## src/rtl/fifo_uart_tx.sv

```systemverilog
// rtl/fifo_uart_tx.sv - UART 8N1 transmitter that pulls bytes from an upstream synchronous FIFO
module fifo_uart_tx #(
  parameter int CLKS_PER_BIT = 868
) (
  input  logic       clk,
  input  logic       reset,
  input  logic       enable,
  input  logic       fifo_empty,
  input  logic [7:0] fifo_dout,
  output logic       fifo_rd_en,
  output logic       tx,
  output logic       busy,
  output logic       tx_done
);

  localparam int BW = (CLKS_PER_BIT > 1) ? $clog2(CLKS_PER_BIT) : 1;
  localparam logic [BW-1:0] BAUD_LAST = BW'(CLKS_PER_BIT - 1);

  typedef enum logic [2:0] {
    IDLE,
    FETCH,
    LOAD,
    START,
    DATA,
    STOP
  } state_t;

  state_t        state;
  state_t        state_next;
  logic [BW-1:0] baud;
  logic [BW-1:0] baud_next;
  logic [2:0]    bit_idx;
  logic [2:0]    bit_next;
  logic [7:0]    shift;
  logic [7:0]    shift_next;
  logic          tx_next;
  logic          bit_done;

  assign bit_done = (baud == BAUD_LAST);
  assign busy     = (state != IDLE);
  assign tx_done  = (state == STOP) && bit_done;

  always_ff @(posedge clk) begin
    if (reset) begin
      state      <= IDLE;
      baud       <= '0;
      bit_idx    <= '0;
      shift      <= '0;
      tx         <= 1'b1;
      fifo_rd_en <= 1'b0;
    end else begin
      state      <= state_next;
      baud       <= baud_next;
      bit_idx    <= bit_next;
      shift      <= shift_next;
      tx         <= tx_next;
      fifo_rd_en <= (state_next == FETCH);
    end
  end

  // FIFO data is only valid in LOAD, one cycle after the FETCH read strobe.
  always_comb begin
    state_next = state;
    baud_next  = baud;
    bit_next   = bit_idx;
    shift_next = shift;
    case (state)
      IDLE: begin
        baud_next = '0;
        if (enable && !fifo_empty) state_next = FETCH;
      end
      FETCH: begin
        state_next = LOAD;
      end
      LOAD: begin
        shift_next = fifo_dout;
        baud_next  = '0;
        state_next = START;
      end
      START: begin
        if (bit_done) begin
          baud_next  = '0;
          bit_next   = '0;
          state_next = DATA;
        end else begin
          baud_next = baud + 1'b1;
        end
      end
      DATA: begin
        if (bit_done) begin
          baud_next  = '0;
          shift_next = {1'b0, shift[7:1]};
          if (bit_idx == 3'd7) begin
            state_next = STOP;
          end else begin
            bit_next = bit_idx + 3'd1;
          end
        end else begin
          baud_next = baud + 1'b1;
        end
      end
      STOP: begin
        if (bit_done) begin
          baud_next  = '0;
          state_next = IDLE;
        end else begin
          baud_next = baud + 1'b1;
        end
      end
      default: begin
        state_next = IDLE;
        baud_next  = '0;
      end
    endcase
  end

  // The line is registered from the next-state view so it tracks the state register exactly.
  always_comb begin
    tx_next = 1'b1;
    case (state_next)
      START:   tx_next = 1'b0;
      DATA:    tx_next = shift_next[0];
      default: tx_next = 1'b1;
    endcase
  end

endmodule
```

## config.mk

```make
export PLATFORM = sky130hd
export DESIGN_NAME = fifo_uart_tx
export DESIGN_NICKNAME = d
export VERILOG_FILES = /design/src/rtl/fifo_uart_tx.sv
export SDC_FILE = /design/constraint.sdc
export NUM_CORES = 1
export LEC_CHECK = 0
export BUFFER_PORTS_ARGS = -buffer_cell sky130_fd_sc_hd__buf_2
export CAP_MARGIN = 0
export CELL_PAD_IN_SITES_DETAIL_PLACEMENT = 0
export CELL_PAD_IN_SITES_GLOBAL_PLACEMENT = 1
export CORE_ASPECT_RATIO = 1.4
export CORE_MARGIN = 4
export CORE_UTILIZATION = 30
export CTS_CLUSTER_SIZE = 14
export DETAILED_ROUTE_END_ITERATION = 10
export PLACE_DENSITY_LB_ADDON = 0.12
export SLEW_MARGIN = 20
export SYNTH_ARGS = -nofsm -noshare
export SYNTH_HDL_FRONTEND = slang
export SYNTH_SLANG_ARGS = --single-unit
```

## constraint.sdc

```tcl
create_clock -name clk -period 3.4 [get_ports clk]
set_input_delay 0.51 -clock clk [delete_from_list [all_inputs] [get_ports clk]]
set_output_delay 0.51 -clock clk [all_outputs]
set_load 0.02 [all_outputs]
```

==> flow_summary_export.csv, run 1 <==
group,metric,value,unit
timing,fmax,0.414,GHz
cts,clkSinkCount,26,
critical_path,rr_worst_depth,4,
place,routabilityCongestion,0.728,
cells_and_area,multi_input_area,773,µm²
grt,overflow,0,
place,placed_area,0.00145,mm²
detailed_routing,dr.pass1.iters,4,
critical_path,crit_arrival,1.90,ns
floorplan,die-area,0.00565,mm²
cells_and_area,nets,174,
logic_synthesis,yosys.area.top_type,"dfxtp_1",
grt,first_global_vias,1078,
floorplan,die_y,87.3,µm
critical_path,crit_path_start_kind,"flip-flop",
floorplan,initial_core_util,0.316,
timing,skew,0.00406,ns
logic_synthesis,syn_area,0.00135,mm²
timing,period_share,0.710,
cells_and_area,fillers,463,
logic_synthesis,synth_edf_count,0,
cells_and_area,seq_area,520,µm²
timing,rsz0062_at_grt,"false",
place,dp_cells,214,
floorplan,rows,28,
place,port_buffers,15,
min_path,min_path_type,"in2reg",
timing,setup_slack,0.985,ns
floorplan,die_w,64.7,µm
grt,grt_max_degree,19,
timing,whs,0.470,ns
logic_synthesis,synth.most_common_cell,"dfxtp_1",
floorplan,core,0.00427,mm²
critical_path,timing.rr.start,"state[2]",
min_path,holdPathStages,3,
timing,hold_viol,0,
cts,postCtsSetupBuffers,0,
logic_synthesis,ys.flop_type,"dfxtp_1",
critical_path,critPathKind,"reg2out",
timing,setup_violations,0,
cells_and_area,drive_gt1_frac,0.177,
status,outcome,"complete, no violations",
pwr,ir_drop,137,µV
logic_synthesis,synth_top_area_frac,0.386,
pwr,p_total,0.636,mW
logic_synthesis,syn_nets,164,
logic_synthesis,yosys_warnings,0,
timing,tightest_slew,0.575,ns
run,cap_violations,0,
critical_path,cp-startpoint,"baud[0]",
cells_and_area,diodes,0,
logic_synthesis,ys_top_cells_by_count,"26 x dfxtp_1, 17 x nor2_1, 10 x nand3_1",
grt,antenna_found_initial,0,
cts,path_clk_slew,0.09,ns
floorplan,io_pins,16,
cts,htreeDepth,1,
critical_path,worst_setup_path_end_kind,"output pin",
cells_and_area,syn2layout_area_growth,12.6,%
cts,cts_resized,0,
detailed_routing,routed-via-count,1092,
place,hpwlAfterDp,2080,µm
detailed_routing,wl_per_cell,13.1,µm
pwr,p_per_area,419,mW/mm²
detailed_routing,drt_iter0_drc,75,
cts,cts_hold_buf,0,
cts,cts_made_buffers,3,
cts,clock-root-buffer,"clkbuf_8",
detailed_routing,avgViaCountPerCell,5.01,
grt,grtUsageTotal,0.109,
logic_synthesis,synth_cell_types,39,
grt,grt_pass1_wl,4850,µm
min_path,hold_start,"fifo_dout[7]",
timing,setup_tns,0,ns
place,preCtsSetupSlack,1.28,ns
critical_path,worstPathMaxFanout,9,
timing,slew-limit-headroom,0.616,
cts,insertion_delay,0.27,ns
cts,cts_tree,"yes",
logic_synthesis,synth_seq_cells,26,
detailed_routing,drt_wl_total,2860,µm
logic_synthesis,synth_cells,149,
logic_synthesis,synth.area.top_cells,"dfxtp_1 39%, xor2_1 5.2%, nor2_1 4.7%",
cells_and_area,final_cell_count_no_fill,218,
pwr,p_leak,0.575,nW
timing,period_needed,2.41,ns
logic_synthesis,async_flop_share,0,
cells_and_area,postLayoutCoreUtil,0.355,
logic_synthesis,yosysSeqAreaShare,0.386,
critical_path,required,2.89,ns
detailed_routing,drtAntennaViolNets,0,
logic_synthesis,avgSynthCellArea,9.05,µm²
timing,maxSlewViolCount,0,
cells_and_area,final_area,0.00152,mm²
cts,cts_max_path_buffers,2,
detailed_routing,drc,0,
placed cells by master (no fill, tap or decap), types with 2 or more instances in the layout:
cell / n
dfxtp_1: 26
nor2_1: 17
buf_2: 15
nand3_1: 10
nand2_1: 8
nand4_1: 8
xor2_1: 8
a21oi_1: 8
a22oi_1: 6
nor2b_1: 4
and2_1: 4
mux2i_1: 4
nor4bb_1: 3
and4_1: 3
or3b_2: 3
ha_1: 3
clkbuf_8: 3
or3_1: 2
a31oi_1: 2
and3_1: 2
sequential cells by signal (all words and copies together) (netlist names):
| signal | cells |
|---|---|
| shift | 8 |
| bit_idx | 3 |
| tx | 1 |
| state | 3 |
| baud | 10 |
| fifo_rd_en | 1 |
final timing paths:
kind | to | slack [ns]
hold reg to reg | shift[3] | 0.47
setup reg to reg | tx | 1.39
setup / recovery | tx_done | 0.99
hold / removal | shift[7] | 0.47
critical path: stages (launching register included):
cell      delay [ns]
dfxtp_1         0.37
ha_1            0.24
nor3b_4         0.39
nand3_1         0.16
nor4bb_1        0.27
buf_2           0.20
final cells by class:
class                           count  area share
Multi-Input combinational cell    112       0.509
Timing Repair Buffer               15      0.0494
Tap cell                           60      0.0494
Clock inverter                      1      0.0198
Clock buffer                        3      0.0272
Sequential cell                    26       0.343
Inverter                            1     0.00247
logic make-up after synthesis:
family / Yosys count / share of synthesized area
AND/OR/NAND/NOR: 71 / 0.321
flip-flops: 26 / 0.386
XOR/XNOR: 9 / 0.0584
buffers and inverters: 11 / 0.0408
AO/OA/AOI/OAI: 25 / 0.136
adder cells (fa/ha/maj): 3 / 0.0278
multiplexers: 4 / 0.0297
power breakdown:
group	leakage, nW	total, mW	switching [mW]	internal [mW]
Sequential	0.211	0.327	0.0128	0.314
Combinational	0.328	0.0533	0.0297	0.0236
Clock	0.0357	0.256	0.0984	0.157
Total	0.575	0.636	0.141	0.495
per-layer routing:
metal,track usage,wire length [µm],vias up
li1,-,-,561
met1,0.123,1260,518
met2,0.197,1480,11
met3,0.0220,99,2
met4,0.0462,25,0
met5,0,0,-
Note: power is estimated with default switching activity, not from simulation.
==> run 2, diff against run 1 <==
==> constraint.sdc (replaced) <==
create_clock -name clk -period 2.3 [get_ports clk]
set_input_delay 0.345 -clock clk [delete_from_list [all_inputs] [get_ports clk]]
set_output_delay 0.345 -clock clk [all_outputs]
set_load 0.02 [all_outputs]
==> run 2 against run 1 <==
Power grew 29%; register-to-register slack worse by 0.98 ns; largest cell class unchanged; core utilization decreased by 0.20 points; die area unchanged.
==> flow_summary_export.csv, run 2 (same netlist as run 1, synthesis figures left out) <==
group,metric,value,unit
status,outcome,"complete, no violations",
timing,slew-limit-headroom,0.611,
detailed_routing,drt_iter0_drc,36,
detailed_routing,dr.pass1.iters,4,
timing,hold_viol,0,
critical_path,crit_path_start_kind,"flip-flop",
timing,setup_tns,0,ns
cells_and_area,mostFrequentLayoutCells,"26 x dfxtp_1, 17 x nor2_1, 15 x buf_2, 10 x nand3_1",
floorplan,rows,28,
place,dp_cells,215,
timing,rsz0062_at_grt,"false",
critical_path,critPathKind,"reg2out",
pwr,seqPwrFrac,0.588,
critical_path,slowest_stage,"dfxtp_1",
pwr,p_clk_frac,0.315,
cells_and_area,final_common_cell,"dfxtp_1",
min_path,hold_start,"fifo_dout[7]",
grt,grtUsageTotal,0.115,
cells_and_area,reg_top3,"baud: 10 flops, shift: 8 flops",
run,cap_violations,0,
pwr,p_per_area,543,mW/mm²
cells_and_area,drive_gt1_frac,0.201,
cells_and_area,fillers,476,
critical_path,max_stage_delay,0.38,ns
cts,path_clk_slew,0.09,ns
timing,setup_violations,0,
cells_and_area,final_cell_count_no_fill,219,
pwr,switchingPower,0.204,mW
grt,grt_pass1_wl,5110,µm
critical_path,crit_arrival,1.71,ns
floorplan,io_pins,16,
cells_and_area,largest-register,"baud",
critical_path,worst_setup_path_end_kind,"output pin",
min_path,min_path_type,"in2reg",
pwr,netSwitchingFraction,0.249,
detailed_routing,drtAntennaViolNets,0,
place,routabilityCongestion,0.749,
pwr,ir_drop,222,µV
cts,cts_made_buffers,3,
floorplan,die_w,64.7,µm
min_path,hold_end,"shift[7]",
critical_path,rrSetupSlack,0.41,ns
cts,htreeDepth,1,
detailed_routing,drc,0,
detailed_routing,routed-via-count,1121,
detailed_routing,drt_wl_total,2900,µm
critical_path,worstPathMaxFanout,5,
critical_path,required,1.96,ns
pwr,p_total,0.820,mW
critical_path,worstPathCellList,"ha_2 > nor3b_4 > nand3_1 > nor4bb_1 > buf_2",
grt,overflow,0,
critical_path,timing.rr.start,"baud[0]",
cells_and_area,largest_register_ffs,10,
floorplan,die-area,0.00565,mm²
pwr,p_leak,0.568,nW
floorplan,core,0.00427,mm²
timing,tightest_slew,0.583,ns
cts,clock-root-buffer,"clkbuf_8",
timing,fmax,0.486,GHz
cts,cts_max_path_buffers,2,
cts,cts_hold_buf,0,
place,hpwlAfterDp,2090,µm
detailed_routing,avgViaCountPerCell,5.12,
detailed_routing,wl_per_cell,13.2,µm
floorplan,die_y,87.3,µm
critical_path,reg2reg_to,"baud[0]",
pwr,pwr-share-comb,0.097,
cells_and_area,postLayoutCoreUtil,0.353,
timing,period_share,0.895,
grt,grt_max_degree,19,
timing,period_needed,2.06,ns
min_path,holdPathStages,3,
critical_path,rr_worst_depth,6,
cells_and_area,nets,176,
floorplan,initial_core_util,0.316,
cts,clkSinkCount,26,
cts,insertion_delay,0.27,ns
timing,maxSlewViolCount,0,
cts,cts_tree,"yes",
place,port_buffers,15,
timing,skew,0.00321,ns
grt,antenna_found_initial,0,
cells_and_area,syn2layout_area_growth,12.0,%
cells_and_area,diodes,0,
pwr,internal_power,0.616,mW
grt,first_global_vias,1147,
==> run 2: layout make-up <==
| cell class | count | area [µm²] | area share |
|---|---|---|---|
| well taps | 60 | 75.1 | 0.0497 |
| flip-flops and latches | 26 | 520 | 0.345 |
| multi-input cells | 112 | 779 | 0.516 |
| repair buffers | 17 | 90.1 | 0.0597 |
| clock buffers | 3 | 41.3 | 0.0273 |
| inverters | 1 | 3.75 | 0.00249 |
==> run 2: what timing repair did <==
action                                 in CTS  in global routing
endpoints found under the hold margin       0                  0
gates resized for setup                     0                  3
buffers inserted                            1                  0
pin swaps                                   0                  1
setup endpoints to repair                   1                  1
==> run 2: critical path: cells and delay by family (launching register included) <==
family	cells	cell delay, ns
adder cells (fa/ha/maj)	1	0.23
buffers and inverters	1	0.21
flip-flops	1	0.38
AND/OR/NAND/NOR	3	0.62
==> run 2: how the worst max path moves through the flow <==
stage,from,to,slack [ns],depth (start not counted)
after floorplan,baud[0],tx_done,0.21,4
after global placement,baud[0],tx_done,0.36,5
after detailed placement,baud[0],tx_done,0.30,5
after CTS,baud[9],tx_done,0.14,4
after global routing,baud[0],tx_done,0.03,5
final,baud[0],tx_done,0.24,5
==> run 2: per-stage QoR <==
| step | setup slack, ns | hold slack (ns) | cell area [µm²] |
|---|---|---|---|
| detailed placement | 0.296 | 0.463 | 1460 |
| global placement | 0.358 | 0.456 | 1460 |
| finish | 0.241 | 0.311 | 1510 |
| global route | 0.0296 | 0.312 | 1510 |
| CTS | 0.140 | 0.306 | 1500 |
| floorplan | 0.213 | 0.414 | 1350 |
==> run 2: per-layer routing <==
layer  vias to the layer above  GRT usage  routed length [µm]
met1                       535      0.123                1310
met4                         0     0.0519                  48
met5                         -          0                   0
met3                         4     0.0181                  60
li1                        568          -                   -
met2                        14      0.217                1480
==> run 2: power by group through the flow <==
stage	logic (mW)	clock network [mW]	registers (mW)
2_1_floorplan	0.0661	0	0.484
3_3_place_gp	0.0794	0	0.493
3_5_place_dp	0.0810	0	0.493
4_1_cts	0.0814	0.270	0.482
5_1_grt	0.0893	0.288	0.485
6_report	0.0797	0.258	0.482
==> run 3, diff against run 2 <==
--- a/config.mk
+++ b/config.mk
@@ -5,8 +5,8 @@
 export SDC_FILE = /design/constraint.sdc
 export NUM_CORES = 1
 export LEC_CHECK = 0
+export ABC_AREA = 1
 export BUFFER_PORTS_ARGS = -buffer_cell sky130_fd_sc_hd__buf_2
-export CAP_MARGIN = 0
 export CELL_PAD_IN_SITES_DETAIL_PLACEMENT = 0
 export CELL_PAD_IN_SITES_GLOBAL_PLACEMENT = 1
 export CORE_ASPECT_RATIO = 1.4
==> run 3 against run 2 <==
Wire length up 0.79%; die area down 2.2%; sequential share of layout area down 0.26 points; flip-flop and latch count unchanged; non-clock buffer count down 2; count of clock-buffer cells in the layout unchanged; global-route usage down 0.22 points; synthesized area down 2.5%; highest routed layer unchanged.
==> flow_summary_export.csv, run 3 <==
group,metric,value,unit
status,outcome,"complete, no violations",
cells_and_area,syn2layout_area_growth,15.7,%
min_path,min_path_type,"in2reg",
grt,grt_pass1_wl,4970,µm
critical_path,required,1.96,ns
pwr,ir_drop,280,µV
cts,insertion_delay,0.27,ns
cts,cts_tree,"yes",
critical_path,timing.rr.start,"baud[1]",
critical_path,max_stage_delay,0.36,ns
grt,grt_max_degree,16,
timing,period_needed,1.89,ns
floorplan,initial_core_util,0.310,
detailed_routing,routed-via-count,1161,
detailed_routing,drc,0,
place,port_buffers,15,
cts,clkSinkCount,26,
cts,clock-root-buffer,"clkbuf_8",
critical_path,worstPathMaxFanout,4,
floorplan,die_w,64.0,µm
cells_and_area,final_common_cell,"nand2_1",
critical_path,worstPathCellList,"ha_1 > nand2_1 > nor2_2 > nand4_1 > nor2_1 > buf_2",
grt,antenna_found_initial,0,
critical_path,slowest_stage,"dfxtp_1",
detailed_routing,drt_wl_total,2920,µm
cells_and_area,final_cell_count_no_fill,264,
cells_and_area,reg_top3,"baud: 10 flops, shift: 8 flops",
grt,overflow,0,
cts,cts_max_path_buffers,2,
cells_and_area,fillers,484,
run,cap_violations,0,
cts,path_clk_slew,0.10,ns
logic_synthesis,ys_top_cells_by_count,"46 x nand2_1, 29 x nor2_1, 26 x dfxtp_1, 20 x inv_1, 15 x a21oi_1",
cts,htreeDepth,1,
logic_synthesis,synth_seq_cells,26,
logic_synthesis,synth.most_common_cell,"nand2_1",
timing,slew-limit-headroom,0.798,
logic_synthesis,ys.flop_type,"dfxtp_1",
floorplan,die_y,86.3,µm
critical_path,cp-startpoint,"baud[1]",
critical_path,crit_arrival,1.55,ns
cts,cts_hold_buf,0,
cells_and_area,nets,220,
timing,fmax,0.528,GHz
logic_synthesis,yosys_warnings,0,
logic_synthesis,yosysSeqAreaShare,0.396,
cts,postCtsSetupBuffers,0,
cells_and_area,postLayoutCoreUtil,0.359,
timing,period_share,0.823,
critical_path,rr_worst_depth,8,
critical_path,crit_end,"tx_done",
timing,setup_violations,0,
timing,maxSlewViolCount,0,
critical_path,crit_path_start_kind,"flip-flop",
cells_and_area,drive_gt1_frac,0.191,
critical_path,worst_setup_path_end_kind,"output pin",
cells_and_area,largest-register,"baud",
timing,hold_viol,0,
floorplan,die-area,0.00552,mm²
cells_and_area,mostFrequentLayoutCells,"46 x nand2_1, 29 x nor2_1, 26 x dfxtp_1, 20 x inv_1",
detailed_routing,dr.pass1.iters,4,
cells_and_area,largest_register_ffs,10,
logic_synthesis,syn_area,0.00132,mm²
logic_synthesis,avgSynthCellArea,7.03,µm²
cells_and_area,diodes,0,
grt,grtUsageTotal,0.112,
floorplan,rows,28,
detailed_routing,drt_iter0_drc,36,
logic_synthesis,synth.area.top_cells,"dfxtp_1 40%, nand2_1 13%, nor2_1 8.3%",
critical_path,reg2reg_to,"shift[7]",
logic_synthesis,synth_cell_types,26,
detailed_routing,wl_per_cell,11.1,µm
place,hpwlAfterDp,2360,µm
logic_synthesis,synth_top_area_frac,0.396,
pwr,p_leak,0.606,nW
detailed_routing,avgViaCountPerCell,4.40,
logic_synthesis,synth_cells,187,
place,dp_cells,260,
place,routabilityCongestion,0.737,
grt,use_met1,0.115,
critical_path,critPathKind,"reg2out",
grt,grtUsageMet3,0.0220,
pwr,p_per_area,624,mW/mm²
timing,setup_tns,0,ns
grt,busiest_layer,"met2",
critical_path,rrSetupSlack,0.67,ns
timing,tightest_slew,0.302,ns
min_path,holdPathStages,3,
timing,skew,0.00733,ns
logic_synthesis,async_flop_share,0,
logic_synthesis,syn_nets,202,
logic_synthesis,yosys.area.top_type,"dfxtp_1",
detailed_routing,drtAntennaViolNets,0,
floorplan,io_pins,16,
grt,grtUsageMet2,0.224,
timing,rsz0062_at_grt,"false",
cts,cts_made_buffers,3,
floorplan,core,0.00424,mm²
grt,first_global_vias,1160,
logic_synthesis,synth_edf_count,0,
cts,cts_resized,0,
==> run 3: logic make-up (layout without fill, tap and decap cells) <==
family	after synthesis	count (layout)	synth area share
XOR/XNOR	1	1	0.00666
AND/OR/NAND/NOR	105	105	0.373
AO/OA/AOI/OAI	27	27	0.117
buffers and inverters	25	42	0.0790
flip-flops	26	26	0.396
adder cells (fa/ha/maj)	3	3	0.0285
==> run 3: routing by layer <==
layer,wire [µm],share of wire
met1,1230,0.42
met5,0,0
met4,27,0.0092
met3,76,0.026
met2,1580,0.54
==> run 3: worst min path at each step <==
stage | to | from | slack, ns
3_3_place_gp | shift[5] | shift[5] | 0.46
6_report | shift[7] | fifo_dout[7] | 0.33
4_1_cts | shift[7] | fifo_dout[7] | 0.33
3_5_place_dp | shift[5] | shift[5] | 0.46
2_1_floorplan | tx | reset | 0.44
5_1_grt | shift[7] | fifo_dout[7] | 0.34
==> run 3: report_power, final <==
group	leakage [nW]	internal, mW	switching (mW)	total [mW]
clock network	0.0357	0.233	0.148	0.380
logic	0.360	0.0327	0.0625	0.0952
registers	0.211	0.464	0.00960	0.474
total	0.606	0.730	0.220	0.950
==> run 3: metrics by stage <==
stage          hold slack, ns  instance area, µm²  setup slack [ns]  power [mW]
6_report                0.333                1520             0.407       0.950
5_1_grt                 0.343                1520             0.218        1.00
4_1_cts                 0.326                1520             0.391       0.965
3_5_place_dp            0.459                1450             0.671       0.581
3_3_place_gp            0.458                1450             0.704       0.580
2_1_floorplan           0.440                1320             0.786       0.552
==> run 3: worst max-delay path: cells and delay by family, from the launching register on <==
family | cells | cell delay [ns]
AND/OR/NAND/NOR | 4 | 0.53
buffers and inverters | 1 | 0.17
flip-flops | 1 | 0.36
adder cells (fa/ha/maj) | 1 | 0.22
==> run 3: area by class of cell <==
cell class	instances	area, µm²	area share
Inverter	23	88.8	0.0584
Clock inverter	1	30.0	0.0197
Tap cell	60	75.1	0.0493
Clock buffer	3	41.3	0.0271
Timing Repair Buffer	15	75.1	0.0493
Sequential cell	26	520	0.342
Multi-Input combinational cell	136	691	0.454
